## src/rtl/shapool_pkg.sv

```systemverilog
// shapool_pkg: shared state encoding and sizing helpers for the shapool job sequencer
package shapool_pkg;
  typedef enum logic [2:0] {IDLE, ARMED, LAUNCH, WAIT, DONE} state_t;
  function automatic int pool_log2(input int n);
    return $clog2(n);
  endfunction
  function automatic int wdog_width(input int t);
    return $clog2(t + 1);
  endfunction
endpackage

```

## src/rtl/shapool_watchdog.sv

```systemverilog
// shapool_watchdog: per-pass down-counter that flags the cycle in which it reaches zero
module shapool_watchdog #(
  parameter int WIDTH = 8,
  parameter int LOAD_VALUE = 255
) (
  input  logic clk,
  input  logic reset,
  input  logic load,
  input  logic enable,
  output logic expired
);
  logic [WIDTH-1:0] count;
  always_ff @(posedge clk) begin
    if (reset) count <= '0;
    else if (load) count <= WIDTH'(LOAD_VALUE);
    else if (enable && count != '0) count <= count - 1'b1;
  end
  // high on the edge that takes the count from 1 to 0
  assign expired = enable && count == WIDTH'(1);
endmodule

```

## src/rtl/shapool_controller.sv

```systemverilog
// shapool_controller: sequences nonce-block hashing passes across the core pool and holds the result
module shapool_controller
  import shapool_pkg::*;
#(
  parameter int NONCE_WIDTH = 32,
  parameter int POOL_N = 8,
  parameter int TIMEOUT_CYCLES = 255
) (
  input  logic                   clk,
  input  logic                   reset,
  input  logic                   cfg_load,
  input  logic [NONCE_WIDTH-1:0] cfg_base_nonce,
  input  logic                   start,
  input  logic                   abort,
  input  logic                   result_ack,
  input  logic                   core_done,
  input  logic [POOL_N-1:0]      core_match_flags,
  output logic                   core_reset_n,
  output logic                   core_start,
  output logic [NONCE_WIDTH-1:0] core_nonce_base,
  output logic [NONCE_WIDTH-1:0] result_nonce,
  output logic [POOL_N-1:0]      result_flags,
  output logic                   success,
  output logic                   exhausted,
  output logic                   timeout,
  output logic                   ready
);
  localparam int POOL_LOG2 = pool_log2(POOL_N);
  localparam int WDOG_W = wdog_width(TIMEOUT_CYCLES);
  state_t state;
  logic expired;
  logic hit;
  logic last_block;
  logic [NONCE_WIDTH-1:0] aligned_base;
  assign hit = |core_match_flags;
  assign last_block = &core_nonce_base[NONCE_WIDTH-1:POOL_LOG2];
  assign aligned_base = cfg_base_nonce & ~NONCE_WIDTH'(POOL_N - 1);
  shapool_watchdog #(.WIDTH(WDOG_W), .LOAD_VALUE(TIMEOUT_CYCLES)) u_watchdog (
    .clk(clk),
    .reset(reset),
    .load(state == LAUNCH),
    .enable(state == WAIT),
    .expired(expired)
  );
  always_ff @(posedge clk) begin
    if (reset) begin
      state <= IDLE;
      core_reset_n <= 1'b0;
      core_start <= 1'b0;
      core_nonce_base <= '0;
      result_nonce <= '0;
      result_flags <= '0;
      success <= 1'b0;
      exhausted <= 1'b0;
      timeout <= 1'b0;
      ready <= 1'b0;
    end else begin
      core_start <= 1'b0;
      case (state)
        IDLE: if (cfg_load) begin
          core_nonce_base <= aligned_base;
          state <= ARMED;
        end
        ARMED: if (abort) begin
          state <= IDLE;
        end else if (start) begin
          core_reset_n <= 1'b1;
          state <= LAUNCH;
        end else if (cfg_load) begin
          core_nonce_base <= aligned_base;
        end
        LAUNCH: if (abort) begin
          core_reset_n <= 1'b0;
          state <= IDLE;
        end else begin
          core_start <= 1'b1;
          state <= WAIT;
        end
        WAIT: if (abort) begin
          core_reset_n <= 1'b0;
          state <= IDLE;
        end else if (core_done && !hit && !last_block) begin
          core_nonce_base <= core_nonce_base + NONCE_WIDTH'(POOL_N);
          state <= LAUNCH;
        end else if (core_done || expired) begin
          // a late core_done still beats the watchdog in its expiry cycle
          success <= core_done && hit;
          exhausted <= core_done && !hit;
          timeout <= !core_done;
          result_flags <= core_done ? core_match_flags : '0;
          result_nonce <= core_nonce_base;
          ready <= 1'b1;
          core_reset_n <= 1'b0;
          state <= DONE;
        end
        DONE: if (result_ack) begin
          ready <= 1'b0;
          success <= 1'b0;
          exhausted <= 1'b0;
          timeout <= 1'b0;
          result_flags <= '0;
          state <= IDLE;
        end
        default: state <= IDLE;
      endcase
    end
  end
endmodule

```

## config.mk

```make
export PLATFORM = sky130hd
export DESIGN_NAME = shapool_controller
export DESIGN_NICKNAME = d
export VERILOG_FILES = /design/src/rtl/shapool_pkg.sv /design/src/rtl/shapool_watchdog.sv /design/src/rtl/shapool_controller.sv
export SDC_FILE = /design/constraint.sdc
export NUM_CORES = 1
export LEC_CHECK = 0
export BUFFER_PORTS_ARGS = -buffer_cell sky130_fd_sc_hd__buf_2
export CORE_UTILIZATION = 55
export DETAILED_ROUTE_END_ITERATION = 7
export PLACE_DENSITY = 0.85
export SYNTH_ARGS = -nofsm -noshare
export SYNTH_HDL_FRONTEND = slang
export SYNTH_SLANG_ARGS = --single-unit
```

## constraint.sdc

```tcl
create_clock -name clk -period 4.79 [get_ports clk]
set_input_delay 0.958 -clock clk [delete_from_list [all_inputs] [get_ports clk]]
set_output_delay 0.958 -clock clk [all_outputs]
set_load 0.05 [all_outputs]
```

After elaboration in Yosys (flattened, before gate mapping)
Cells that the tools add are included.
Word-level totals
  flip-flop bits (word level): 89
  latch bits: 0
  RAM bits: 0
  ROM bits: 0
  bits of input ports: 47
  output and inout bits: 78
  word-level logic and storage cells: 106
  memories kept: 0
Operators by class
  add/subtract/negate cells: 2
  multipliers: 0
  div/mod/pow operators: 0
  order comparisons: 0
  equal/unequal tests: 19
  shift operators: 0
  muxes and demuxes: 48
  bitwise logic cells: 3
  reductions and logical operators: 23
Operators with widths (count)
  $mux 32: 5
  $pmux 32 s3: 1
  $mux 8: 7
  $add 32x4->32 const B: 1
  $reduce_and 29->1: 1
  $mux 3: 7
  $mux 1: 20
  $ne 2x2->1 const B: 10
  $pmux 8 s2: 1
  $pmux 3 s5: 1
  $reduce_and 5->1: 2
  $ne 3x3->1 const B: 3
  $eq 8x1->1 const B: 1
  $pmux 1 s2: 4
  $reduce_and 4->1: 2
  $reduce_bool 8->1: 1
  $reduce_or 8->1: 1
  $sub 8x1->8 const B: 1
  $eq 3x2->1 const B: 2
  $reduce_and 6->1: 1
  $reduce_bool 3->1: 2
  $logic_and 1x1->1: 5
  $ne 4x4->1 const B: 1
  $reduce_bool 2->1: 2
  9 further kinds: 13

Longest topological paths before layout
Gate-level depths: netlist of run 1.
  depth after elaboration: 7
  depth in mapped cells: 9
  mapped depth without buffers: 7

Cells and area by module
Synthesis of run 1 repeated with hierarchy kept, for this count alone.
Second synthesis, totals
  cells, all modules: 553
  area, all modules: 4423.0 µm²
By module, submodules not included
  shapool_controller: instances 1, cells each 500, area each 3971.3 µm², seq. area each 1501.4 µm²
  shapool_watchdog: instances 1, cells each 53, area each 451.7 µm², seq. area each 160.2 µm²

Worst setup path after synthesis of run 1
No wires, ideal clock.
  kind: input-to-reg
  start: in abort
  end: reg core_nonce_base[8]
  library setup time: 0.070 ns
  arrival time: 2.461 ns
  data required time: 4.720 ns
  path slack: 2.259 ns
  stages on the path: 9
  path buffers: 3
  cell sequence: clkbuf_1 > and4bb_2 > nand4_1 > a41oi_1 > o21a_1 > buf_2 > buf_1 > nand2_1 > a21oi_1
On the way
  longest elaborated chain between the ends: 2
  elaborated cells on any way between the ends: 3
  those cells by class: eq/ne (2); reduce/logical (1)
Ends and longest elaborated chain
  start, declared: RTL line shapool_controller.sv:14  | input logic abort,
  $ne 2x2->1 (no source line)
  $reduce_and 5->1 (no source line) (*)
  end signal, assigned: RTL line shapool_controller.sv:61  | core_nonce_base <= aligned_base;
  end signal, assigned: RTL line shapool_controller.sv:70  | core_nonce_base <= aligned_base;
  end signal, assigned: RTL line shapool_controller.sv:83  | core_nonce_base <= core_nonce_base + NONCE_WIDTH'(POOL_N);
  end, declared: RTL line shapool_controller.sv:20  | output logic [NONCE_WIDTH-1:0] core_nonce_base,
Mark *: on every way between the ends. The rest lies on a longest branch, timed or not.
A chain may end at the register's enable or synchronous reset.

Worst setup path after layout of run 1
  start: reg core_nonce_base[3]
  end: reg core_nonce_base[14]
On the way
  longest elaborated chain between the ends: 5
  elaborated cells on any way between the ends: 9
  those cells by class: add/sub (1); eq/ne (1); mux (3); reduce/logical (4)
Ends and longest elaborated chain
  branches (longest 5 deep; another with $add 32x4->32)
Several ways; the timed one is not identified. The select of a mux whose other input is x is not followed.

==> results of run 1 <==
worst min-delay path, delay by kind of cell (launching register included):
family	cells	cell delay [ps]
compound gates	1	50
flops	1	310
simple gates	1	50
layout by cell type, fill, tap and decap left out, types with 8 or more instances in the layout:
master and n:
o21ai_0 25, nor3_1 11, nand4_1 9, a21oi_1 44
mux2i_1 30, o31ai_1 8, nand2_1 50, buf_2 115
nor2_1 55, a22o_1 12, clkbuf_8 11, dfxtp_1 83
nand3_1 11, inv_1 8
layer usage:
layer | wire (um) | vias up | global-route usage [%]
met3 | 693 | 26 | 4.85
met1 | 4550 | 1934 | 34.0
li1 | - | 1947 | -
met5 | 10 | - | 0
met2 | 5120 | 180 | 46.3
met4 | 270 | 2 | 14.2
per-stage QoR:
stage / hold WS, ps / total power [uW] / std cells / instance area [um2] / utilization (%)
final: 456 / 1560 / 686 / 4880 / 67.3
after global routing: 479 / 1610 / 686 / 4880 / 67.3
after CTS: 460 / 1560 / 686 / 4880 / 67.3
after detailed placement: 449 / 994 / 670 / 4650 / 64.2
after global placement: 442 / 986 / 670 / 4650 / 64.2
after floorplan: 489 / 932 / 494 / 4130 / -
power by group:
| group | internal [uW] | total (uW) | switching (uW) | leakage (uW) |
|---|---|---|---|---|
| registers | 714 | 757 | 42.4 | 0.000675 |
| logic | 66.1 | 223 | 157 | 0.00152 |
| clock network | 322 | 576 | 254 | 0.000113 |
| total | 1100 | 1560 | 454 | 0.00230 |
registers in the layout (all words and copies together) (netlist names):
register	cells
core_nonce_base	29
core_reset_n	1
core_start	1
exhausted	1
ready	1
result_flags	8
result_nonce	29
state	3
success	1
timeout	1
u_watchdog.count	8
worst max-delay path by stage:
| stage | from | endpoint | cells past startpoint | slack [ps] |
|---|---|---|---|---|
| floorplan | abort | core_nonce_base[8] | 9 | 2260 |
| global placement | core_match_flags[0] | core_nonce_base[5] | 8 | 1490 |
| detailed placement | core_match_flags[0] | core_nonce_base[5] | 8 | 1430 |
| CTS | core_match_flags[0] | core_nonce_base[5] | 8 | 1790 |
| global route | core_nonce_base[4] | core_nonce_base[22] | 7 | 1480 |
| finish | core_nonce_base[3] | core_nonce_base[14] | 7 | 1800 |
area by class of cell:
type	count	area, um2	area share, %
multi-input combinational	363	2250	46.1
sequential	83	1660	34.0
inverter	8	30.0	0.615
tap	99	124	2.54
clock buffer	12	155	3.18
timing repair buffer	117	591	12.1
clock inverter	4	72.6	1.49
cell families (layout without fill, tap and decap cells):
kind of cell / Yosys count / after routing
flops: 83 / 83
mux: 30 / 30
xor+xnor: 6 / 6
other cells: 1 / 6
simple gates: 181 / 181
buf+inv: 48 / 141
compound gates: 136 / 136
fa+ha+maj: 4 / 4
==> flow_summary_export.csv, run 1 <==
group,metric,value,unit
logic_synthesis,synth_top_area_share,40.5,%
clock_network,htree_levels,3,
logic_synthesis,synthAdderAreaFrac,1.22,%
clock_network,cts.hold.buffers_added,0,
critical_path,cp_max_fo,29,
routing,wire_per_inst,15.5,um
critical_path,crit_path_end_kind,"flop",
clock_network,cts.sinks,83,
floorplanning,die_area,0.00782,mm2
final_layout,nets,633,
status,status,"finished, final reports clean",
pwr,vdd_drop_max,0.163,mV
clock_network,cts_made_buffers,9,
clock_network,clk_pin_slew,80,ps
worst_hold_path,worstHoldPathType,"reg -> reg",
clock_network,clk_latency,360,ps
critical_path,cp.buffers_inverters,0,
sta,fin_setup_tns,0,ps
routing,routed_via_density,5.96,
sta,worst_clock_skew,13.8,ps
routing,drcViolationCount,0,
pwr,p_leak,0.00230,uW
logic_synthesis,synth_area_leaders,"dfxtp_1 40%, mux2i_1 7.3%, a21oi_1 5.4%",
worst_hold_path,min_to,"ready",
final_layout,drive_above_1_share,25.6,%
routing,wirelength,10600,um
worst_hold_path,hp-start,"ready",
placement,dp_hpwl,7260,um
grt,grt_max_degree,57,
logic_synthesis,synth.distinct_cells,65,
logic_synthesis,synth_xor_area_share,1.28,%
logic_synthesis,synth-main-ff-cell,"dfxtp_1",
logic_synthesis,synth_area,0.00411,mm2
sta,setup_viol,0,
clock_network,cts_resized,0,
grt,grt_pass1_vias,3611,
routing,vias,4089,
pwr,powerDensity,319,mW/mm2
clock_network,root_buffer,"clkbuf_8",
logic_synthesis,synth_compound_area_share,22.0,%
logic_synthesis,ys_seq_area_share,40.5,%
job,maxCapViolCount,0,
clock_network,cts_max_path_buffers,2,
critical_path,reg2reg_depth,7,
clock_network,cts_setup_buffers,0,
logic_synthesis,postSynthAreaPerCell,8.40,um2
placement,place_congestion,0.856,
critical_path,critical_path_class,"reg -> reg",
floorplanning,ioPinCount,125,
final_layout,fillers,620,
clock_network,cts_tree,"done",
floorplanning,start_util,56.6,%
logic_synthesis,synth_edf_count,0,
grt,antenna_found_initial,1,
logic_synthesis,synthSimpleGateAreaFrac,22.2,%
sta,finalCritPeriodShare,62.3,%
critical_path,regToRegEndpoint,"core_nonce_base[14]",
floorplanning,fp.coreArea,0.00725,mm2
sta,finalHoldViolations,0,
logic_synthesis,async_reset_ff_share,0,%
sta,setup_slack,1800,ps
worst_hold_path,worstHoldPathCells,2,
sta,rsz0062_at_grt,"false",
critical_path,cpPeakStageDelay,880,ps
logic_synthesis,ys_top_cells_by_count,"83 x dfxtp_1, 55 x nor2_1, 52 x nand2_1",
critical_path,cpMaxStageDelayCell,"o21ai_2",
routing,dr.pass1.iters,5,
logic_synthesis,synth.area.mux_share,7.31,%
logic_synthesis,synth_top_family_by_area,"simple AND/OR/NAND/NOR gates",
final_layout,antennaDiodeCount,0,
logic_synthesis,yosysWarnings,0,
logic_synthesis,synth_top_area_cell,"dfxtp_1",
placement,dp_slack,1430,ps
placement,portBuffers,115,
sta,tightest_slew,1080,ps
floorplanning,die_y,88.4,um
critical_path,critPathArrivalTime,3260,ps
logic_synthesis,synth.most_common_cell,"dfxtp_1",
logic_synthesis,ys_seq_elements,83,
floorplanning,num_rows,31,
sta,max-slew-margin-rel,27.7,%
routing,ant_nets,0,
grt,grt-ovfl-total,0,
critical_path,crit_family,"compound AO/OA/AOI/OAI gates",
routing,drt_iter0_drc,215,
sta,fin_crit,2990,ps
sta,final_max_slew_viol_count,0,
critical_path,worst-r2r-setup-slack,1800,ps
floorplanning,chipWidth,88.4,um
critical_path,path_cells,"ha_1, nand4_1, nor3_1, a41oi_1, o21ai_2, o21ai_0, a21oi_1",
critical_path,critPathLaunchType,"flop",
grt,grt_usage,27.6,%
grt,grt_pass1_wl,16800,um
final_layout,area_growth,18.9,%
critical_path,cp.required,5060,ps
logic_synthesis,syn_inst,489,
sta,max_freq,335,MHz
critical_path,r2r-start,"core_nonce_base[3]",
No activity file was read; power rests on OpenSTA's default activity.
==> run 2, diff against run 1 <==
CORE_UTILIZATION = 52   (was 55)
PLACE_DENSITY = 0.81   (was 0.85)
clock period = 2.8 ns   (was 4.79 ns; I/O delays follow)
==> flow_summary_export.csv, run 2 (synthesized netlist as in run 1, its figures left out) <==
group,metric,value,unit
status,status,"finished, final reports clean",
critical_path,cp.required,3060,ps
sta,tightest_slew,670,ps
sta,max-slew-margin-rel,54.9,%
clock_network,cts_setup_buffers,0,
floorplanning,num_rows,32,
pwr,powerDensity,511,mW/mm2
final_layout,largestRegisters,"core_nonce_base: 29 flops, result_nonce: 29 flops",
sta,finalCritPeriodShare,88.5,%
routing,vias,4065,
pwr,clockPowerShare,32.9,%
floorplanning,chipWidth,90.9,um
routing,drcViolationCount,0,
sta,fin_setup_tns,0,ps
clock_network,cts.sinks,83,
clock_network,cts_resized,0,
sta,worst_clock_skew,6.14,ps
placement,place_area,0.00475,mm2
grt,grt_max_degree,55,
clock_network,cts_max_path_buffers,2,
critical_path,critPathArrivalTime,2730,ps
floorplanning,start_util,53.4,%
routing,dr.pass1.iters,4,
routing,wire_per_inst,15.5,um
sta,final_max_slew_viol_count,0,
sta,rsz0062_at_grt,"false",
grt,grt_pass1_vias,3720,
routing,ant_nets,0,
grt,met1_usage,32.6,%
grt,gr-max-usage-layer,"met2",
final_layout,nets,645,
final_layout,drive_above_1_share,26.5,%
pwr,p_leak,0.00235,uW
pwr,swShare,29.8,%
placement,place_congestion,0.901,
sta,fin_crit,2480,ps
grt,grt-ovfl-total,0,
sta,max_freq,404,MHz
critical_path,path_cells,"ha_1, nand4_1, nor3_1, a41oi_1, o21a_1, buf_12, a211oi_1",
worst_hold_path,worstHoldPathType,"in -> reg",
final_layout,layout_common_cells,"115 x buf_2, 83 x dfxtp_1, 55 x nor2_1, 51 x nand2_1, 44 x a21oi_1",
routing,drt_iter0_drc,243,
placement,portBuffers,115,
pwr,p_seq_share,51.1,%
grt,antenna_found_initial,0,
clock_network,cts.hold.buffers_added,0,
critical_path,crit_path_end_kind,"flop",
floorplanning,die_area,0.00826,mm2
critical_path,cp_max_fo,19,
grt,grt_pass1_wl,17300,um
grt,grt.met2_usage,42.9,%
pwr,p_switching,751,uW
critical_path,cp.buffers_inverters,1,
clock_network,cts_tree,"done",
sta,finalHoldViolations,0,
grt,grt_use_met3,5.05,%
pwr,vdd_drop_max,0.262,mV
pwr,pwr-share-comb,16.0,%
placement,dp_hpwl,7630,um
clock_network,clk_pin_slew,80,ps
final_layout,area_growth,20.2,%
critical_path,critPathLaunchType,"flop",
job,maxCapViolCount,0,
sta,setup_viol,0,
critical_path,crit_family,"compound AO/OA/AOI/OAI gates",
clock_network,root_buffer,"clkbuf_8",
grt,grt_usage,25.7,%
final_layout,fin_cells,699,
clock_network,cts_made_buffers,9,
final_layout,antennaDiodeCount,0,
clock_network,htree_levels,3,
pwr,p_int,1770,uW
floorplanning,ioPinCount,125,
floorplanning,fp.coreArea,0.00769,mm2
final_layout,final_common_cell,"buf_2",
routing,routed_via_density,5.82,
final_layout,finalInstanceArea,0.00494,mm2
routing,wirelength,10800,um
critical_path,critical_path_class,"reg -> reg",
floorplanning,die_y,90.9,um
critical_path,cpPeakStageDelay,450,ps
clock_network,clk_latency,350,ps
critical_path,cpMaxStageDelayCell,"nor3_1",
placement,dp.cells,685,
[run 2: cell types whose count changed in the layout (fill, tap and decap cells not counted), sizes merged]
cell      change
clkbuf        -1
bufinv        -1
buf          +12
clkinvlp      -1
clkinv        +1
[run 2: routing by layer]
layer  share of wire (%)  routed length [um]
met1                  44                4720
met2                  48                5160
met3                 6.9                 740
met4                 1.7                 180
met5                   0                   0
[run 2: worst paths after layout]
path	startpoint	endpoint	slack, ps	cells after the start
max	core_nonce_base[3]	core_nonce_base[31]	320	7
min	core_match_flags[7]	result_flags[7]	440	2
max reg2reg	core_nonce_base[3]	core_nonce_base[31]	320	7
min reg2reg	ready	ready	470	2
[run 2: per-stage QoR]
stage | hold slack, ps | total power (uW) | utilization, % | worst slack, ps
after floorplan | 489 | 1590 | - | 276
after global placement | 449 | 1700 | 61.8 | 337
after detailed placement | 461 | 1710 | 61.8 | 216
after CTS | 435 | 2530 | 64.2 | 374
after global routing | 436 | 2610 | 64.2 | 167
final | 442 | 2520 | 64.2 | 323
[run 2: cell type report]
type | instances | area [um2]
Clock buffer | 11 | 141
Clock inverter | 3 | 40.0
Fill cell | 658 | 2750
Inverter | 8 | 30.0
Multi-Input combinational cell | 363 | 2240
Sequential cell | 83 | 1660
Tap cell | 102 | 128
Timing Repair Buffer | 129 | 693
[run 2: power groups by stage]
stage / logic (uW) / registers [uW] / clock network (uW)
2_1_floorplan: 184 / 1410 / 0
3_3_place_gp: 391 / 1310 / 0
3_5_place_dp: 399 / 1310 / 0
4_1_cts: 401 / 1280 / 845
5_1_grt: 431 / 1290 / 887
6_report: 403 / 1290 / 830
